`config.mk`:
```
export PLATFORM = sky130hd
export DESIGN_NAME = tcam_access_ctrl_flat
export DESIGN_NICKNAME = d
export VERILOG_FILES = /design/src/rtl/tcam_pkg.sv /design/src/rtl/tcam_access_ctrl_if.sv /design/src/rtl/tcam_rr_arb2.sv /design/src/rtl/tcam_access_ctrl.sv /design/src/flat_wrapper.sv
export SDC_FILE = /design/constraint.sdc
export NUM_CORES = 1
export LEC_CHECK = 0
export ABC_AREA = 1
export ABC_CLOCK_PERIOD_IN_PS = 1600
export CAP_MARGIN = 20
export CELL_PAD_IN_SITES_DETAIL_PLACEMENT = 1
export CELL_PAD_IN_SITES_GLOBAL_PLACEMENT = 1
export CORE_MARGIN = 5
export CORE_UTILIZATION = 20
export DETAILED_ROUTE_END_ITERATION = 10
export MAX_ROUTING_LAYER = met4
export PLACE_DENSITY = 0.93
export SYNTH_ARGS = -nofsm -noshare
export SYNTH_HDL_FRONTEND = slang
export SYNTH_SLANG_ARGS = --single-unit
export TNS_END_PERCENT = 20
```
`constraint.sdc`:
```
create_clock -name clk_i -period 1.6 [get_ports clk_i]
set_input_delay 0.32 -clock clk_i [delete_from_list [all_inputs] [get_ports clk_i]]
set_output_delay 0.32 -clock clk_i [all_outputs]
set_load 0.01 [all_outputs]
```
`src/rtl/tcam_pkg.sv`:
```
// Shared types and default addresses for the TCAM access sequencer.
package tcam_pkg;

  typedef enum logic {
    IDLE,
    SRCH_RD
  } state_e;

  localparam logic [31:0] KEY_ADDR_DEFAULT = 32'h0000_1000;
  localparam logic [31:0] RES_ADDR_DEFAULT = 32'h0000_1004;

  typedef struct packed {
    logic        we;
    logic [31:0] addr;
    logic [31:0] wdata;
    logic [3:0]  wmask;
  } tcam_req_t;

endpackage

```
`src/rtl/tcam_access_ctrl_if.sv`:
```
// Bundle of config, search and tcam_top port signals around tcam_access_ctrl.
interface tcam_access_ctrl_if #(
  parameter int unsigned CntW = 16
) ();

  logic            cfg_req_i;
  logic            cfg_gnt_o;
  logic            cfg_we_i;
  logic [31:0]     cfg_addr_i;
  logic [31:0]     cfg_wdata_i;
  logic [3:0]      cfg_wmask_i;
  logic            cfg_rvalid_o;
  logic [31:0]     cfg_rdata_o;
  logic            srch_req_i;
  logic [31:0]     srch_key_i;
  logic            srch_gnt_o;
  logic            srch_valid_o;
  logic [31:0]     srch_result_o;
  logic [CntW-1:0] srch_cnt_o;
  logic            busy_o;
  logic            tcam_csb_o;
  logic            tcam_web_o;
  logic [3:0]      tcam_wmask_o;
  logic [31:0]     tcam_addr_o;
  logic [31:0]     tcam_wdata_o;
  logic [31:0]     tcam_rdata_i;

  modport slave (
    input  cfg_req_i, cfg_we_i, cfg_addr_i, cfg_wdata_i, cfg_wmask_i,
    input  srch_req_i, srch_key_i, tcam_rdata_i,
    output cfg_gnt_o, cfg_rvalid_o, cfg_rdata_o,
    output srch_gnt_o, srch_valid_o, srch_result_o, srch_cnt_o, busy_o,
    output tcam_csb_o, tcam_web_o, tcam_wmask_o, tcam_addr_o, tcam_wdata_o
  );

  modport master (
    output cfg_req_i, cfg_we_i, cfg_addr_i, cfg_wdata_i, cfg_wmask_i,
    output srch_req_i, srch_key_i, tcam_rdata_i,
    input  cfg_gnt_o, cfg_rvalid_o, cfg_rdata_o,
    input  srch_gnt_o, srch_valid_o, srch_result_o, srch_cnt_o, busy_o,
    input  tcam_csb_o, tcam_web_o, tcam_wmask_o, tcam_addr_o, tcam_wdata_o
  );

endinterface

```
`src/rtl/tcam_rr_arb2.sv`:
```
// Two-way round-robin arbiter; index 0 = config, index 1 = search.
module tcam_rr_arb2 (
  input  logic       clk_i,
  input  logic       rst_ni,
  input  logic       en_i,
  input  logic [1:0] req_i,
  output logic [1:0] gnt_o
);

  // Remembers the last winner; resets to "search won" so config is favoured first.
  logic last_q, last_d;

  always_comb begin
    gnt_o  = '0;
    last_d = last_q;
    if (en_i) begin
      if (req_i == 2'b11) begin
        gnt_o = last_q ? 2'b01 : 2'b10;
      end else begin
        gnt_o = req_i;
      end
      if (gnt_o != 2'b00) begin
        last_d = gnt_o[1];
      end
    end
  end

  always_ff @(posedge clk_i or negedge rst_ni) begin
    if (!rst_ni) begin
      last_q <= 1'b1;
    end else begin
      last_q <= last_d;
    end
  end

endmodule

```
`src/rtl/tcam_access_ctrl.sv`:
```
// Shares the tcam_top SRAM port between config accesses and atomic
// key-write/result-read search sequences.
module tcam_access_ctrl
  import tcam_pkg::*;
#(
  parameter logic [31:0] KeyAddr = KEY_ADDR_DEFAULT,
  parameter logic [31:0] ResAddr = RES_ADDR_DEFAULT,
  parameter int unsigned CntW    = 16
) (
  input  logic               clk_i,
  input  logic               rst_ni,
  tcam_access_ctrl_if.slave  bus
);

  state_e          state_q, state_d;
  logic            rvalid_q, rvalid_d;
  logic            cap_q, cap_d;
  logic            valid_q, valid_d;
  logic [31:0]     result_q, result_d;
  logic [CntW-1:0] cnt_q, cnt_d;

  logic [1:0]      gnt;
  logic            csb;
  tcam_req_t       tcam_req;

  tcam_rr_arb2 u_arb (
    .clk_i  (clk_i),
    .rst_ni (rst_ni),
    .en_i   (state_q == IDLE),
    .req_i  ({bus.srch_req_i, bus.cfg_req_i}),
    .gnt_o  (gnt)
  );

  always_comb begin
    state_d  = state_q;
    rvalid_d = 1'b0;
    cap_d    = 1'b0;
    valid_d  = 1'b0;
    result_d = result_q;
    cnt_d    = cnt_q;
    csb      = 1'b1;
    tcam_req = '0;

    case (state_q)
      IDLE: begin
        if (gnt[0]) begin
          csb      = 1'b0;
          tcam_req = '{we: bus.cfg_we_i, addr: bus.cfg_addr_i,
                       wdata: bus.cfg_wdata_i, wmask: bus.cfg_wmask_i};
          rvalid_d = ~bus.cfg_we_i;
        end else if (gnt[1]) begin
          csb      = 1'b0;
          tcam_req = '{we: 1'b1, addr: KeyAddr, wdata: bus.srch_key_i, wmask: 4'hF};
          state_d  = SRCH_RD;
        end
      end
      SRCH_RD: begin
        csb           = 1'b0;
        tcam_req.addr = ResAddr;
        cap_d         = 1'b1;
        state_d       = IDLE;
      end
      default: state_d = IDLE;
    endcase

    // Result read data arrives one cycle after the SRCH_RD issue.
    if (cap_q) begin
      result_d = bus.tcam_rdata_i;
      valid_d  = 1'b1;
      if (cnt_q != '1) begin
        cnt_d = cnt_q + CntW'(1);
      end
    end
  end

  always_ff @(posedge clk_i or negedge rst_ni) begin
    if (!rst_ni) begin
      state_q  <= IDLE;
      rvalid_q <= 1'b0;
      cap_q    <= 1'b0;
      valid_q  <= 1'b0;
      result_q <= '0;
      cnt_q    <= '0;
    end else begin
      state_q  <= state_d;
      rvalid_q <= rvalid_d;
      cap_q    <= cap_d;
      valid_q  <= valid_d;
      result_q <= result_d;
      cnt_q    <= cnt_d;
    end
  end

  assign bus.cfg_gnt_o     = gnt[0];
  assign bus.srch_gnt_o    = gnt[1];
  assign bus.cfg_rvalid_o  = rvalid_q;
  assign bus.cfg_rdata_o   = rvalid_q ? bus.tcam_rdata_i : '0;
  assign bus.srch_valid_o  = valid_q;
  assign bus.srch_result_o = result_q;
  assign bus.srch_cnt_o    = cnt_q;
  assign bus.busy_o        = (state_q != IDLE);
  assign bus.tcam_csb_o    = csb;
  assign bus.tcam_web_o    = ~tcam_req.we;
  assign bus.tcam_wmask_o  = tcam_req.wmask;
  assign bus.tcam_addr_o   = tcam_req.addr;
  assign bus.tcam_wdata_o  = tcam_req.wdata;

endmodule
```
`src/flat_wrapper.sv`:
```
// flat-port wrapper written by rule: the top's interface ports become plain ports
module tcam_access_ctrl_flat import tcam_pkg::*;
#(
  parameter logic [31:0] KeyAddr = KEY_ADDR_DEFAULT,
  parameter logic [31:0] ResAddr = RES_ADDR_DEFAULT,
  parameter int unsigned CntW    = 16
)
  (clk_i, rst_ni, bus_cfg_req_i, bus_cfg_we_i, bus_cfg_addr_i, bus_cfg_wdata_i, bus_cfg_wmask_i, bus_srch_req_i, bus_srch_key_i, bus_tcam_rdata_i, bus_cfg_gnt_o, bus_cfg_rvalid_o, bus_cfg_rdata_o, bus_srch_gnt_o, bus_srch_valid_o, bus_srch_result_o, bus_srch_cnt_o, bus_busy_o, bus_tcam_csb_o, bus_tcam_web_o, bus_tcam_wmask_o, bus_tcam_addr_o, bus_tcam_wdata_o);
  tcam_access_ctrl_if #(.CntW(CntW)) bus_i ();
  input  logic clk_i;
  input  logic rst_ni;
  input wire logic [$bits(bus_i.cfg_req_i)-1:0] bus_cfg_req_i;
  input wire logic [$bits(bus_i.cfg_we_i)-1:0] bus_cfg_we_i;
  input wire logic [$bits(bus_i.cfg_addr_i)-1:0] bus_cfg_addr_i;
  input wire logic [$bits(bus_i.cfg_wdata_i)-1:0] bus_cfg_wdata_i;
  input wire logic [$bits(bus_i.cfg_wmask_i)-1:0] bus_cfg_wmask_i;
  input wire logic [$bits(bus_i.srch_req_i)-1:0] bus_srch_req_i;
  input wire logic [$bits(bus_i.srch_key_i)-1:0] bus_srch_key_i;
  input wire logic [$bits(bus_i.tcam_rdata_i)-1:0] bus_tcam_rdata_i;
  output wire logic [$bits(bus_i.cfg_gnt_o)-1:0] bus_cfg_gnt_o;
  output wire logic [$bits(bus_i.cfg_rvalid_o)-1:0] bus_cfg_rvalid_o;
  output wire logic [$bits(bus_i.cfg_rdata_o)-1:0] bus_cfg_rdata_o;
  output wire logic [$bits(bus_i.srch_gnt_o)-1:0] bus_srch_gnt_o;
  output wire logic [$bits(bus_i.srch_valid_o)-1:0] bus_srch_valid_o;
  output wire logic [$bits(bus_i.srch_result_o)-1:0] bus_srch_result_o;
  output wire logic [$bits(bus_i.srch_cnt_o)-1:0] bus_srch_cnt_o;
  output wire logic [$bits(bus_i.busy_o)-1:0] bus_busy_o;
  output wire logic [$bits(bus_i.tcam_csb_o)-1:0] bus_tcam_csb_o;
  output wire logic [$bits(bus_i.tcam_web_o)-1:0] bus_tcam_web_o;
  output wire logic [$bits(bus_i.tcam_wmask_o)-1:0] bus_tcam_wmask_o;
  output wire logic [$bits(bus_i.tcam_addr_o)-1:0] bus_tcam_addr_o;
  output wire logic [$bits(bus_i.tcam_wdata_o)-1:0] bus_tcam_wdata_o;
  assign bus_i.cfg_req_i = bus_cfg_req_i;
  assign bus_i.cfg_we_i = bus_cfg_we_i;
  assign bus_i.cfg_addr_i = bus_cfg_addr_i;
  assign bus_i.cfg_wdata_i = bus_cfg_wdata_i;
  assign bus_i.cfg_wmask_i = bus_cfg_wmask_i;
  assign bus_i.srch_req_i = bus_srch_req_i;
  assign bus_i.srch_key_i = bus_srch_key_i;
  assign bus_i.tcam_rdata_i = bus_tcam_rdata_i;
  assign bus_cfg_gnt_o = bus_i.cfg_gnt_o;
  assign bus_cfg_rvalid_o = bus_i.cfg_rvalid_o;
  assign bus_cfg_rdata_o = bus_i.cfg_rdata_o;
  assign bus_srch_gnt_o = bus_i.srch_gnt_o;
  assign bus_srch_valid_o = bus_i.srch_valid_o;
  assign bus_srch_result_o = bus_i.srch_result_o;
  assign bus_srch_cnt_o = bus_i.srch_cnt_o;
  assign bus_busy_o = bus_i.busy_o;
  assign bus_tcam_csb_o = bus_i.tcam_csb_o;
  assign bus_tcam_web_o = bus_i.tcam_web_o;
  assign bus_tcam_wmask_o = bus_i.tcam_wmask_o;
  assign bus_tcam_addr_o = bus_i.tcam_addr_o;
  assign bus_tcam_wdata_o = bus_i.tcam_wdata_o;
  tcam_access_ctrl #(.KeyAddr(KeyAddr), .ResAddr(ResAddr), .CntW(CntW)) u_core (.clk_i(clk_i), .rst_ni(rst_ni), .bus(bus_i));
endmodule
```
==> results.py <==
metrics = {
    "place": {
        "io_buffers": 291,
        "gp_congestion": 0.8974,
        "dp_hpwl_um": 15160,
        "dp.cells": 1000,
        "dp_slack_ps": -878.9,
    },
    "synth": {
        "ys_top_cells_by_area": "dfrtp_1 (40%), nand2_1 (23%), inv_1 (8.9%)",
        "synth_seq_cells": 53,
        "post_synth_num_cell_types": 29,
        "synth_fp_nets": 606,
        "syn_inst": 468,
        "synth_top_cell_by_area": "dfrtp_1",
        "syn_area_per_cell_um2": 6.903,
        "synth_area_mm2": 0.003231,
        "synth_top_area_share_pct": 40.28,
        "ys_seq_area_share_pct": 41.09,
        "yosys_warnings": 0,
    },
    "critical_path": {
        "cp.arrival_ps": 1920,
        "crit_family": "buffers and inverters",
        "max_stage_delay_ps": 550,
        "cpMostUsedCell": "buf_6",
        "r2r_cells": 15,
        "path_cells": "inv_2 > a21oi_4 > clkinvlp_4 > buf_6 > buf_6 > nor2_4 > o21bai_1 > buf_2",
        "criticalPathCategory": "reg2out",
        "end_kind": "primary output",
        "path_max_fanout": 4,
        "timing.rr.start": "u_core.u_arb.last_q",
        "required_ps": 1280,
        "crit_cells": 8,
        "critPathLaunchType": "register",
        "cp_slowest_cell": "dfstp_2",
        "cp_num_buf_inv": 5,
        "crit_start": "u_core.u_arb.last_q",
    },
    "hold_path": {
        "min_path_type": "reg2reg",
        "hold_start": "u_core.bus.srch_result_o[31]",
        "holdPathStages": 2,
    },
    "detailed_routing": {
        "drcViolationCount": 0,
        "drt_first_pass_iters": 4,
        "num_vias": 4405,
        "detail_route.wirelength_um": 19130,
        "vias_per_cell": 4.268,
        "ant_nets": 0,
        "first_iter_violations": 107,
        "routedWlPerCell_um": 18.54,
    },
    "finish": {
        "drive_gt1_share_pct": 26.84,
        "post-route-util_pct": 45.81,
        "final_cell_mix": "nand2_1 (195), clkdlybuf4s50_1 (163), inv_1 (75)",
        "fill_cells": 1917,
        "fin_cells": 1032,
        "syn2layout_area_growth_pct": 125.3,
        "layout_commonest_cell": "nand2_1",
        "nNetsFinal": 953,
        "n_antenna_cell": 0,
    },
    "timing": {
        "setup_viol": 72,
        "max_clock_freq_mhz": 446.9,
        "whs_ps": 466.3,
        "hold_viol": 0,
        "rsz0062_at_grt": "yes",
        "skew_ps": 8.897,
        "worst_pin_slew_ps": 441.8,
        "fin_crit_ps": 2238,
        "setup_slack_ps": -637.6,
        "drv_slew": 0,
        "slew_headroom_pct": 70.55,
        "finalCritPeriodShare_pct": 139.9,
    },
    "floorplanning": {
        "die-width_um": 137.1,
        "rows": 46,
        "ios": 292,
        "fp.dieH_um": 137.1,
        "coreArea_mm2": 0.01589,
        "initial_utilization_pct": 20.34,
        "die_area_mm2": 0.01880,
    },
    "clock_network": {
        "tritoncts": "done",
        "htreeDepth": 2,
        "root_buffer": "clkbuf_16",
        "cts_buffers": 5,
        "clock-sinks": 53,
        "cts_buffer_depth": 2,
        "insertion_delay_ps": 290,
        "clk_pin_slew_worst_paths_ps": 70,
    },
    "power": {
        "power_uw": 6329,
        "p_leak_uw": 0.003827,
        "ir_worst_vdd_mv": 0.4743,
        "power_density_mw_per_mm2": 869.7,
    },
    "global_route": {
        "antenna_found_initial": 0,
        "grt_pass1_vias": 4876,
        "grt.overflow.total": 0,
        "grt_pass1_wl_um": 27250,
        "grt_usage_pct": 19.72,
        "grt_max_degree": 38,
    },
    "run_status": {
        "outcome": "complete, but fails checks",
        "violations": "negative setup slack",
    },
    "job": {
        "drv_cap": 0,
    },
}
==> through the flow <==
step	cell area [µm²]	setup TNS (ps)
finish	7277	-35370
global route	7277	-40680
CTS	7059	-36370
detailed placement	6738	-61200
global placement	6738	-57200
floorplan	3231	0
==> cell type report <==
cell class	instances	area [µm²]	share of cell area, %
well taps	216	270.3	3.714
inverters	82	315.3	4.333
clock buffers	6	128.9	1.771
repair buffers	360	3541	48.66
clock inverters	2	10.01	0.1376
flip-flops and latches	53	1336	18.36
multi-input cells	313	1675	23.02
==> power breakdown <==
part	switching (µW)	internal (µW)	total, µW
clock	487	577	1060
combinational	1560	1800	3360
sequential	236	1670	1900
total	2280	4040	6330
==> state kept, by name (all words and copies together) (netlist names) <==
register                  flops
u_core.cap_q                  1
u_core.u_arb.last_q           1
u_core.bus.cfg_rvalid_o       1
u_core.bus.srch_result_o     32
u_core.bus.srch_valid_o       1
u_core.bus.busy_o             1
u_core.bus.srch_cnt_o        16
==> cell families (layout without fill, tap and decap cells) <==
kind of cell | after synthesis | in the layout | share of synthesized area, %
and+or+nand+nor | 269 | 269 | 34.86
DFF | 53 | 53 | 41.09
buffers and inverters | 102 | 450 | 12.39
AOI/OAI and AO/OA | 37 | 37 | 9.644
adders and majority gates | 1 | 1 | 0.3872
xor gates and xnor gates | 6 | 6 | 1.627
==> worst reg2reg max path: stages, from the launching register on <==
cell and delay (ps):
dfstp_2 550, inv_2 50, a21oi_4 150, clkinvlp_4 190, buf_6 180, buf_6 120
nor2_4 80, buf_4 110, buf_6 80, buf_6 80, buf_6 80, buf_6 80
buf_6 80, buf_6 80, buf_6 80, buf_6 70
==> Yosys cell counts (all sizes together) <==
cell    instances
inv            81
nand2         203
ha              1
o21bai          1
nand3           9
a21oi           1
clkbuf          9
nand4           6
buf            11
xnor2           5
nor2           46
a22o           32
xor2            1
nand3b          2
clkinv          1
dfrtp          52
nor3            3
o21ai           3
dfstp           1
==> worst paths after layout <==
check / endpoint / slack [ps]
setup / recovery: bus_tcam_web_o / -640
min in group asynchronous: u_core.bus.srch_result_o[23] / 540
hold / removal: u_core.bus.srch_result_o[31] / 470
hold reg to reg: u_core.bus.srch_result_o[31] / 470
max in group asynchronous: u_core.bus.cfg_rvalid_o / 480
setup reg to reg: u_core.bus.cfg_rvalid_o / -540
==> routing by layer <==
layer / GRT usage [%] / part of all wire, %
met3: 4.559 / 6.3
met4: 9.035 / 4.7
met1: 18.04 / 32
met2: 38.26 / 57
met5: - / 0
==> timing repair <==
item,CTS,global route
endpoints found under the hold margin,15,0
setup buffers,16,14
gates resized for setup,366,84
endpoints found under the setup margin,119,109
pin swaps,3,2
hold buffers,1,0
gates cloned,0,1
Note: power is estimated with default switching activity, not from simulation.
